`src/rtl/enum_type.sv`:
```
// enum_type: shared types and constants for the tetris game core and its
// command initiator.
//   state_type  - game core state, also used as the command encoding on ctrl
//   BTN_*       - bit positions of the raw push-button vector
//   BTN_CMD     - command issued for each button index
//   CMD_PRIO    - issue priority, index 0 = highest
//   BTN_REPEAT  - buttons that auto-repeat when TETRIS_CTRL_AUTOREPEAT_EN is set
package enum_type;

    typedef enum logic [3:0] {
        NONE,
        INIT,
        WAIT,
        END,
        NEW,
        CLEAR,
        LEFT,
        RIGHT,
        ROTATE,
        ROTATE_REV,
        DOWN,
        DROP,
        HOLD,
        BAR
    } state_type;

    localparam int NUM_BTN = 7;
    localparam int NUM_CMD = 8;

    localparam int BTN_LEFT       = 0;
    localparam int BTN_RIGHT      = 1;
    localparam int BTN_ROTATE     = 2;
    localparam int BTN_ROTATE_REV = 3;
    localparam int BTN_DOWN       = 4;
    localparam int BTN_DROP       = 5;
    localparam int BTN_HOLD       = 6;

    localparam state_type BTN_CMD [NUM_BTN] =
        '{LEFT, RIGHT, ROTATE, ROTATE_REV, DOWN, DROP, HOLD};

    localparam state_type CMD_PRIO [NUM_CMD] =
        '{HOLD, ROTATE, ROTATE_REV, LEFT, RIGHT, DROP, DOWN, BAR};

    // LEFT, RIGHT and DOWN
    localparam logic [NUM_BTN-1:0] BTN_REPEAT = 7'b001_0011;

endpackage

```
`src/rtl/tetris_input_ctrl_btn.sv`:
```
// tetris_btn: one push-button channel.
//   clk, reset_n - clock, async active-low reset
//   raw          - raw button level (asynchronous)
//   press        - one-cycle request: rising edge, or an auto-repeat beat
// Macro TETRIS_CTRL_AUTOREPEAT_EN: when defined and REPEAT is set, a held
// button re-fires after DAS_CYCLES and then every ARR_CYCLES until release.
module tetris_btn #(
    parameter int unsigned DAS_CYCLES = 15_000_000,
    parameter int unsigned ARR_CYCLES = 3_000_000,
    parameter bit          REPEAT     = 1'b0
) (
    input  logic clk,
    input  logic reset_n,
    input  logic raw,
    output logic press
);

    // sync[1:0] is the synchronizer, sync[2] the delayed copy for edge detect
    logic [2:0] sync;
    logic       rise;

    always_ff @(posedge clk or negedge reset_n) begin
        if (!reset_n) sync <= '0;
        else          sync <= {sync[1:0], raw};
    end

    assign rise = sync[1] & ~sync[2];

`ifdef TETRIS_CTRL_AUTOREPEAT_EN
    if (REPEAT) begin : g_rpt
        logic [31:0] cnt;
        logic        held;
        logic        fire;

        assign held = sync[1] & sync[2];
        assign fire = held && (cnt == '0);

        // Loaded on the edge so the first repeat lands DAS cycles after the
        // edge-generated request, then reloaded with ARR on every beat.
        always_ff @(posedge clk or negedge reset_n) begin
            if (!reset_n)  cnt <= '0;
            else if (rise) cnt <= DAS_CYCLES - 32'd1;
            else if (held) cnt <= (cnt == '0) ? ARR_CYCLES - 32'd1 : cnt - 32'd1;
        end

        assign press = rise | fire;
    end else begin : g_norpt
        assign press = rise;
    end
`else
    localparam int unsigned unused_cfg = DAS_CYCLES ^ ARR_CYCLES ^ 32'(REPEAT);
    assign press = rise;
`endif

endmodule

```
`src/rtl/tetris_input_ctrl.sv`:
```
// tetris_input_ctrl: turns button presses, gravity ticks and garbage-bar
// requests into single commands for the game core, one at a time, and
// holds each on ctrl until the core (idle in WAIT/INIT/END) consumes it.
//   clk, reset_n       - clock, async active-low reset
//   btn[6:0]           - raw buttons (LEFT, RIGHT, ROTATE, ROTATE_REV, DOWN, DROP, HOLD)
//   bar_req, bar_in    - garbage request strobe and row mask (1 = hole)
//   state, score       - core state and BCD score
//   ctrl, bar_mask     - command to the core, FIFO head while ctrl == BAR
//   bar_ovf            - pulse: garbage request dropped, FIFO full
//   level              - gravity level (score tens digit)
// Macro TETRIS_CTRL_AUTOREPEAT_EN enables auto-repeat on LEFT/RIGHT/DOWN.
module tetris_input_ctrl
    import enum_type::*;
#(
    parameter int unsigned GRAVITY_BASE = 50_000_000,
    parameter int unsigned GRAVITY_STEP = 4_000_000,
    parameter int unsigned GRAVITY_MIN  = 5_000_000,
    parameter int unsigned DAS_CYCLES   = 15_000_000,
    parameter int unsigned ARR_CYCLES   = 3_000_000,
    parameter int unsigned BAR_DEPTH    = 4
) (
    input  logic               clk,
    input  logic               reset_n,
    input  logic [NUM_BTN-1:0] btn,
    input  logic               bar_req,
    input  logic [9:0]         bar_in,
    input  state_type          state,
    input  logic [15:0]        score,
    output state_type          ctrl,
    output logic [9:0]         bar_mask,
    output logic               bar_ovf,
    output logic [3:0]         level
);

    localparam int AW = $clog2(BAR_DEPTH);
    localparam logic [31:0] G_BASE = GRAVITY_BASE;
    localparam logic [31:0] G_STEP = GRAVITY_STEP;
    localparam logic [31:0] G_MIN  = GRAVITY_MIN;

    logic [NUM_BTN-1:0] press;
    logic [NUM_BTN-1:0] pend;
    logic               grav_pend;
    logic [NUM_CMD-1:0] cmd_pend;
    state_type          next_cmd;
    logic               idle, menu, accept, restart, load, pop;

    logic [31:0] grav_cnt, grav_dec, period;
    logic        grav_tick;

    logic [9:0]  fifo_mem [BAR_DEPTH];
    logic [AW:0] wr_ptr, rd_ptr;
    logic        empty, full, push_ok, push;

    logic unused_score;
    assign unused_score = ^{score[15:8], score[3:0]};

    // ---------------------------------------------------------------- buttons
    for (genvar g = 0; g < NUM_BTN; g++) begin : g_btn
        tetris_btn #(
            .DAS_CYCLES (DAS_CYCLES),
            .ARR_CYCLES (ARR_CYCLES),
            .REPEAT     (BTN_REPEAT[g])
        ) u_btn (
            .clk     (clk),
            .reset_n (reset_n),
            .raw     (btn[g]),
            .press   (press[g])
        );
    end

    // ---------------------------------------------------------------- handshake
    assign idle    = state inside {WAIT, INIT, END};
    assign menu    = state inside {INIT, END};
    assign accept  = (ctrl != NONE) && idle;
    assign restart = accept && menu;
    assign load    = (ctrl == NONE) && idle && (next_cmd != NONE);
    assign pop     = accept && (ctrl == BAR);

    // Pending vector in priority order; gravity and BAR are masked in the
    // menu states so only button commands can restart the game.
    always_comb begin
        cmd_pend = '0;
        for (int i = 0; i < NUM_CMD; i++) begin
            for (int b = 0; b < NUM_BTN; b++)
                if (BTN_CMD[b] == CMD_PRIO[i]) cmd_pend[i] = pend[b];
            if (CMD_PRIO[i] == DOWN) cmd_pend[i] = pend[BTN_DOWN] | (grav_pend & ~menu);
            if (CMD_PRIO[i] == BAR)  cmd_pend[i] = ~empty & ~menu;
        end
        next_cmd = NONE;
        for (int i = NUM_CMD - 1; i >= 0; i--)
            if (cmd_pend[i]) next_cmd = CMD_PRIO[i];
    end

    always_ff @(posedge clk or negedge reset_n) begin
        if (!reset_n)    ctrl <= NONE;
        else if (accept) ctrl <= NONE;
        else if (load)   ctrl <= next_cmd;
    end

    // Clearing wins over a same-cycle press: a press on a command that is
    // already pending merges into it.
    always_ff @(posedge clk or negedge reset_n) begin
        if (!reset_n) begin
            pend      <= '0;
            grav_pend <= 1'b0;
        end else begin
            for (int b = 0; b < NUM_BTN; b++) begin
                if (restart || (accept && ctrl == BTN_CMD[b])) pend[b] <= 1'b0;
                else if (press[b])                             pend[b] <= 1'b1;
            end
            if (restart || (accept && ctrl == DOWN)) grav_pend <= 1'b0;
            else if (grav_tick)                      grav_pend <= 1'b1;
        end
    end

    // ---------------------------------------------------------------- gravity
    assign level = score[7:4];

    // Clamp compares against BASE-MIN so the subtraction never wraps.
    always_comb begin
        grav_dec = {28'd0, level} * G_STEP;
        if (G_BASE <= G_MIN || grav_dec > G_BASE - G_MIN) period = G_MIN;
        else                                              period = G_BASE - grav_dec;
    end

    // Ticks when the count would reach 0, so the tick spacing is exactly period.
    assign grav_tick = ~menu && (grav_cnt <= 32'd1);

    always_ff @(posedge clk or negedge reset_n) begin
        if (!reset_n)
            grav_cnt <= G_BASE;
        else if (restart || (accept && (ctrl == DROP || ctrl == HOLD)))
            grav_cnt <= period;
        else if (grav_tick)
            grav_cnt <= period;
        else if (!menu)
            grav_cnt <= grav_cnt - 32'd1;
    end

    // ---------------------------------------------------------------- garbage FIFO
    assign empty   = (wr_ptr == rd_ptr);
    assign full    = (wr_ptr[AW] != rd_ptr[AW]) && (wr_ptr[AW-1:0] == rd_ptr[AW-1:0]);
    assign push_ok = bar_req && (bar_in != '0);
    // A pop in the same cycle frees the slot, so a full FIFO still accepts.
    assign push    = push_ok && (!full || pop) && !restart;

    always_ff @(posedge clk) begin
        if (push) fifo_mem[wr_ptr[AW-1:0]] <= bar_in;
    end

    always_ff @(posedge clk or negedge reset_n) begin
        if (!reset_n) begin
            wr_ptr  <= '0;
            rd_ptr  <= '0;
            bar_ovf <= 1'b0;
        end else begin
            bar_ovf <= push_ok && full && !pop;
            if (restart) begin
                wr_ptr <= '0;
                rd_ptr <= '0;
            end else begin
                if (push) wr_ptr <= wr_ptr + 1'b1;
                if (pop)  rd_ptr <= rd_ptr + 1'b1;
            end
        end
    end

    assign bar_mask = (ctrl == BAR) ? fifo_mem[rd_ptr[AW-1:0]] : '0;

endmodule

```
`config.mk`:
```
export PLATFORM = sky130hd
export DESIGN_NAME = tetris_input_ctrl
export DESIGN_NICKNAME = d
export VERILOG_FILES = /design/src/rtl/enum_type.sv /design/src/rtl/tetris_input_ctrl_btn.sv /design/src/rtl/tetris_input_ctrl.sv
export SDC_FILE = /design/constraint.sdc
export NUM_CORES = 1
export LEC_CHECK = 0
export ABC_AREA = 1
export BUFFER_PORTS_ARGS = -buffer_cell sky130_fd_sc_hd__buf_2
export CORE_MARGIN = 1
export CORE_UTILIZATION = 25
export DETAILED_ROUTE_END_ITERATION = 16
export SLEW_MARGIN = 20
export SYNTH_ARGS = -nofsm -noshare
export SYNTH_HDL_FRONTEND = slang
export SYNTH_HIERARCHICAL = 1
export SYNTH_SLANG_ARGS = --single-unit
```
`constraint.sdc`:
```
create_clock -name clk -period 2.25 [get_ports clk]
set_clock_uncertainty 0.15 [all_clocks]
set_input_delay 0.3375 -clock clk [delete_from_list [all_inputs] [get_ports clk]]
set_output_delay 0.3375 -clock clk [all_outputs]
set_load 0.005 [all_outputs]
```
Word-level counts from Yosys, hierarchy flattened --
Memories as Yosys holds them, arrays and structs flattened. Cells that the tools add are included.
Storage, ports and cells: memories 1, bits in writable memories 40, ROM bits 0, input bits 40, flip-flop bits (word level) 72, output and inout port bits 19, latch bits 0
Memory list:
- fifo_mem | words 4, width 10, read ports 1, clocked after Yosys merged registers in 0, write ports 1, RTL line tetris_input_ctrl.sv:50 | logic [9:0] fifo_mem [BAR_DEPTH];
Cells by class: reduce and logical (&&, ||, !) cells 50, divide/modulo/power cells 0, bitwise logic cells 19, multiplexer cells 37, magnitude comparators 2, equal/unequal tests 15, multiply operators 1, $add $sub $neg 4, shift-type cells 0
Operators with widths (number):
- $mux 32 | 4
- $mux 4 | 10
- $le 32x1->1 const B | 1
- $sub 32x1->32 const B | 1
- $sub 26x26->27 const A | 1
- $gt 26x26->1 const B | 1
- $eq 4x4->1 const B | 6
- $reduce_bool 2->1 | 12
- $logic_and 1x1->1 | 20
- $mul 4x14->18 const B | 1
- $mux 1 | 18
- $mux 3 | 4
- $logic_or 1x1->1 | 10
- $mux 10 | 1
- $reduce_bool 10->1 | 1
- $and 1x1->1 | 9
- $not 1->1 | 9
- $eq 4x2->1 const B | 2
- $eq 4x3->1 const B | 2
- $reduce_bool 4->1 | 2
- $add 3x1->3 const B | 2
- $eq 4x1->1 const B | 1
- $logic_not 4->1 | 1
- $eq 3x3->1 | 1
- other kinds (6) | 8

Depth between registers and ports, before layout --
depth after elaboration 16, mapped depth 18, depth with buffers taken out 18

Cells and area by module --
The synthesis kept the hierarchy.
Modules (own cells, without submodules):
- tetris_input_ctrl | instances 1, cells an instance 798, area each 6248.5 um^2
- tetris_btn | instances 7, cells an instance 5, area each 85.1 um^2

Least setup slack after synthesis --
OpenSTA, ideal clock, no wires.
path type input to register, start point input score[5], end point register grav_cnt[18], required time 1966 ps, buffers on the path 0, arrival time 2839 ps, stages 15, path slack -873 ps, library setup time 134 ps, cells stage by stage fa_1 inv_1 fa_1 inv_1 ha_1 a21oi_1 nand2_1 nand2_1 nand2_1 a21oi_1 nand2_1 nand2_4 nand2_4 o21ai_1 o21ai_0
Between the ends: cells in the longest elaborated chain, start to end 5, elaborated cells between the ends (all ways) 6
Ends and longest elaborated chain:
- from (decl) | RTL line tetris_input_ctrl.sv:28 | input logic [15:0] score,
- $mul 4x14->18 (*) | RTL line tetris_input_ctrl.sv:121 | grav_dec = {28'd0, level} * G_STEP;
- $sub 26x26->27 or $gt 26x26->1 (tied branches) | RTL line tetris_input_ctrl.sv:123, tetris_input_ctrl.sv:122
- $mux 32 (*) | RTL line tetris_input_ctrl.sv:122 | if (G_BASE <= G_MIN || grav_dec > G_BASE - G_MIN) period = G_MIN;
- $mux 32 | RTL line tetris_input_ctrl.sv:134 | else if (grav_tick)
- $mux 32 (*) | RTL line tetris_input_ctrl.sv:132 | else if (restart || (accept && (ctrl == DROP || ctrl == HOLD)))
- to (signal assigned) | RTL line tetris_input_ctrl.sv:133 | grav_cnt <= period;
- to (signal assigned) | RTL line tetris_input_ctrl.sv:135 | grav_cnt <= period;
- to (signal assigned) | RTL line tetris_input_ctrl.sv:137 | grav_cnt <= grav_cnt - 32'd1;
- to (decl) | RTL line tetris_input_ctrl.sv:47 | logic [31:0] grav_cnt, grav_dec, period;
Every way passes the cells marked *; elsewhere a longest branch is shown, timed or not. A chain may end at the register's enable or synchronous reset.

Worst setup path in the final report --
start point input score[7], end point register grav_cnt[23]
Same word-level chain as after synthesis.

==> results.ini <==
[run_status]
run_status=complete, but fails checks
violated_checks=negative setup slack

[route]
detail_route.iter0.violations=408
post-route-drc-count=0
detail_route.first_pass.iterations=4
route.met2.wl_um=8220
wl_met3_um=591
route.detailed.wl_per_inst_um=13.0
drt_wl_total_um=17100
met1_length_um=7980
vias_per_cell=4.49
final_antenna_net_count=0
vias=5901
top_layer_reached_by_signal_wires=met4

[finish]
final_design_area_no_fill_sq_um=8870
area_growth_syn_to_layout_pct=29.6
layoutNonFillerInstCount=1315
n_antenna_cell=0
util_after_layout=0.330
nets=1043
post_route_cells_drive_above_1_share=0.291
num-fill-cells=2800

[power]
peakVddDrop_uv=367
pwr-share-comb=0.389
psw_mw=2.95
sw_frac_of_total=0.377
pwr-share-clk=0.204
report.power.total_mw=7.83
cellLeakagePower_nw=4.01
seqPwrFrac=0.407
cellPowerDensity_nw_per_um2=883
cell_internal_pwr_mw=4.87

[place]
placed_cells_incl_taps=1281
dp.final_hpwl_um=12600
dpl-instance-area_sq_um=8110
gpl.final_weighted_congestion=0.899
number_of_i_o_port_buffers=46

[setup_path]
crit_buf_inv=4
cp.arrival_ps=2940
cp_slowest_cell=fa_1
crit_path_cell_trace=buf_8 > fa_1 > inv_2 > fa_1 > inv_2 > ha_4 > a21oi_2 > nand2_1 > nand2_1 > nand2_2 > a21oi_4 > nand2_4 > nand2_8 > buf_6 > nand3_1 > a21oi_2
cp.required_ps=2400
critical_path_class=input port to register
critical_path.top_delay_family=adder cells
worst_setup_path_end_kind=register
worst-path-max-fanout=8
crit_path_start_kind=input port
cpPeakStageDelay_ps=560

[clock_tree]
max-clock-path-buffers=2
clkLatencyLatePin_ps=350
clock_sink_count=112
tritoncts=built
clock_buffers_created_by_tritoncts=9
cts-htree-levels=3
clk_pin_slew_ps=80
cts-root-buf=clkbuf_16

[run]
maxCapViolations=0

[timing]
setup_viol=26
maximum_clock_frequency_ghz=0.358
timing.max_slew.rel_slack=0.636
period_share=1.24
finalMaxSlewViolations=0
time_the_worst_path_needs_with_i_o_delays_and_setup_ps=2800
grt_setup_unrepaired=true
timing.setup.tns_ps=-13540
tightest_slew_ps=545
final_critical_path_setup_slack_ps=-547
finalHoldViolCount=0

[floorplan]
fp.coreArea_sq_um=26900
floorplan.die_area_sq_um=28000
num_rows=60
start_util=0.255
floorplan.die.height_um=167
die_width_um=167
io_pins=59

[global_routing]
grt_remaining_overflow=0
grt_max_degree=39
grt_pass1_vias=5835
gr-usage-all-layers=0.126
grt_pass1_wl_um=28500
number_of_antenna_violations_at_the_first_check_in_global_routing=0

[yosys]
share_of_synthesized_flip_flops_with_an_asynchronous_set_or_reset=0.643
number_of_nets_in_the_synthesized_netlist=906
ys_top_cells_by_area=dfrtp_1 22%, edfxtp_1 18%, nand2_1 8.3%, nor2_1 7.8%, ha_1 5.1%
yosysMostFrequentCell=nand2_1
yosys.area.top_type=dfrtp_1
synth_edf_count=40
synth_cell_types=52
synth_area_per_cell_sq_um=8.22
synth.top_cell.area_share=0.219
ys.warnings.count=6
synth-main-ff-cell=dfrtp_1
synth-seq-area-share=0.441
synth_commonest_cells=152 x nand2_1, 142 x nor2_1, 84 x inv_1, 60 x dfrtp_1, 52 x nand3_1
synth.cell_area_sq_um=6840
ys_seq_elements=112
syn_inst=833

[min_path]
type_of_the_worst_min_delay_path=input port to register

[cell families after synthesis]
logic type	synth area share
compound gates	0.0927
fa+ha+maj	0.0658
flops	0.441
buf+inv	0.0698
xor+xnor	0.0371
simple gates	0.294
[per-stage QoR]
step                worst slack (ps)  hold slack, ps
floorplan                       -677            -108
global placement                -908             184
detailed placement             -1010             185
CTS                             -573            61.0
global route                    -686            68.7
finish                          -547            72.6
[final timing paths]
path / cells past startpoint / endpoint / slack (ps) / from
worst max-delay path: 16 / grav_cnt[23]$_DFFE_PN1P_ / -550 / score[7]
worst min-delay path: 1 / fifo_mem[0][9]$_DFFE_PP_ / 70 / bar_in[9]
worst max register to register: 13 / grav_cnt[8]$_DFFE_PN0P_ / 200 / grav_cnt[1]$_DFFE_PN0P_
worst min register to register: 0 / g_btn[2].u_btn/sync[1]$_DFF_PN0_ / 200 / g_btn[2].u_btn/sync[0]$_DFF_PN0_
max in group asynchronous: 3 / ctrl[3]$_DFFE_PN0P_ / 1000 / reset_n
min in group asynchronous: 2 / g_btn[4].u_btn/sync[0]$_DFF_PN0_ / 350 / reset_n
[power by group through the flow]
stage | Clock, mW | Sequential, mW | Combinational (mW)
2_1_floorplan | 0 | 3.10 | 1.94
3_3_place_gp | 0 | 3.21 | 2.71
3_5_place_dp | 0 | 3.22 | 2.76
4_1_cts | 1.65 | 3.18 | 2.92
5_1_grt | 1.72 | 3.25 | 3.46
6_report | 1.59 | 3.18 | 3.05
[layer usage]
layer  GRT usage  up-vias
li1            -     2989
met1       0.167     2765
met2       0.211      123
met3      0.0182       24
met4      0.0419        0
met5           0        -
[registers in the layout (all words and copies together), names as in the netlist]
register	count
grav_cnt	32
pend	7
fifo_mem	40
wr_ptr	3
rd_ptr	3
bar_ovf	1
grav_pend	1
g_btn.u_btn/sync	21
ctrl	4
[placed cells by master, fill, tap and decap left out, drive strengths merged, types with 9 or more instances in the layout]
cell type / Yosys / routed
a21oi: 31 / 31
buf: 9 / 135
clkbuf: 9 / 9
dfrtp: 60 / 60
dfstp: 12 / 12
edfxtp: 40 / 40
ha: 28 / 28
inv: 98 / 99
nand2: 166 / 167
nand3: 52 / 52
nand4: 16 / 16
nor2: 166 / 166
nor3: 17 / 17
o21ai: 62 / 62
xor2: 23 / 23
[area by class of cell]
| cell class | count | area, sq um | area share |
|---|---|---|---|
| multi-input cells | 605 | 3640 | 0.411 |
| clock buffers | 9 | 225 | 0.0254 |
| flip-flops and latches | 112 | 3020 | 0.341 |
| well taps | 341 | 427 | 0.0481 |
| clock inverters | 6 | 60.1 | 0.00677 |
| inverters | 99 | 378 | 0.0426 |
| repair buffers | 143 | 1110 | 0.125 |
[repair_timing]
| action | CTS | global route |
|---|---|---|
| cloned | 1 | 0 |
| hold endpoints to repair | 29 | 0 |
| buffers inserted | 6 | 4 |
| pin swaps | 16 | 30 |
| hold buffers | 8 | 0 |
| endpoints found under the setup margin | 36 | 36 |
| resized for setup | 32 | 39 |
Note: power is estimated with default switching activity, not from simulation.
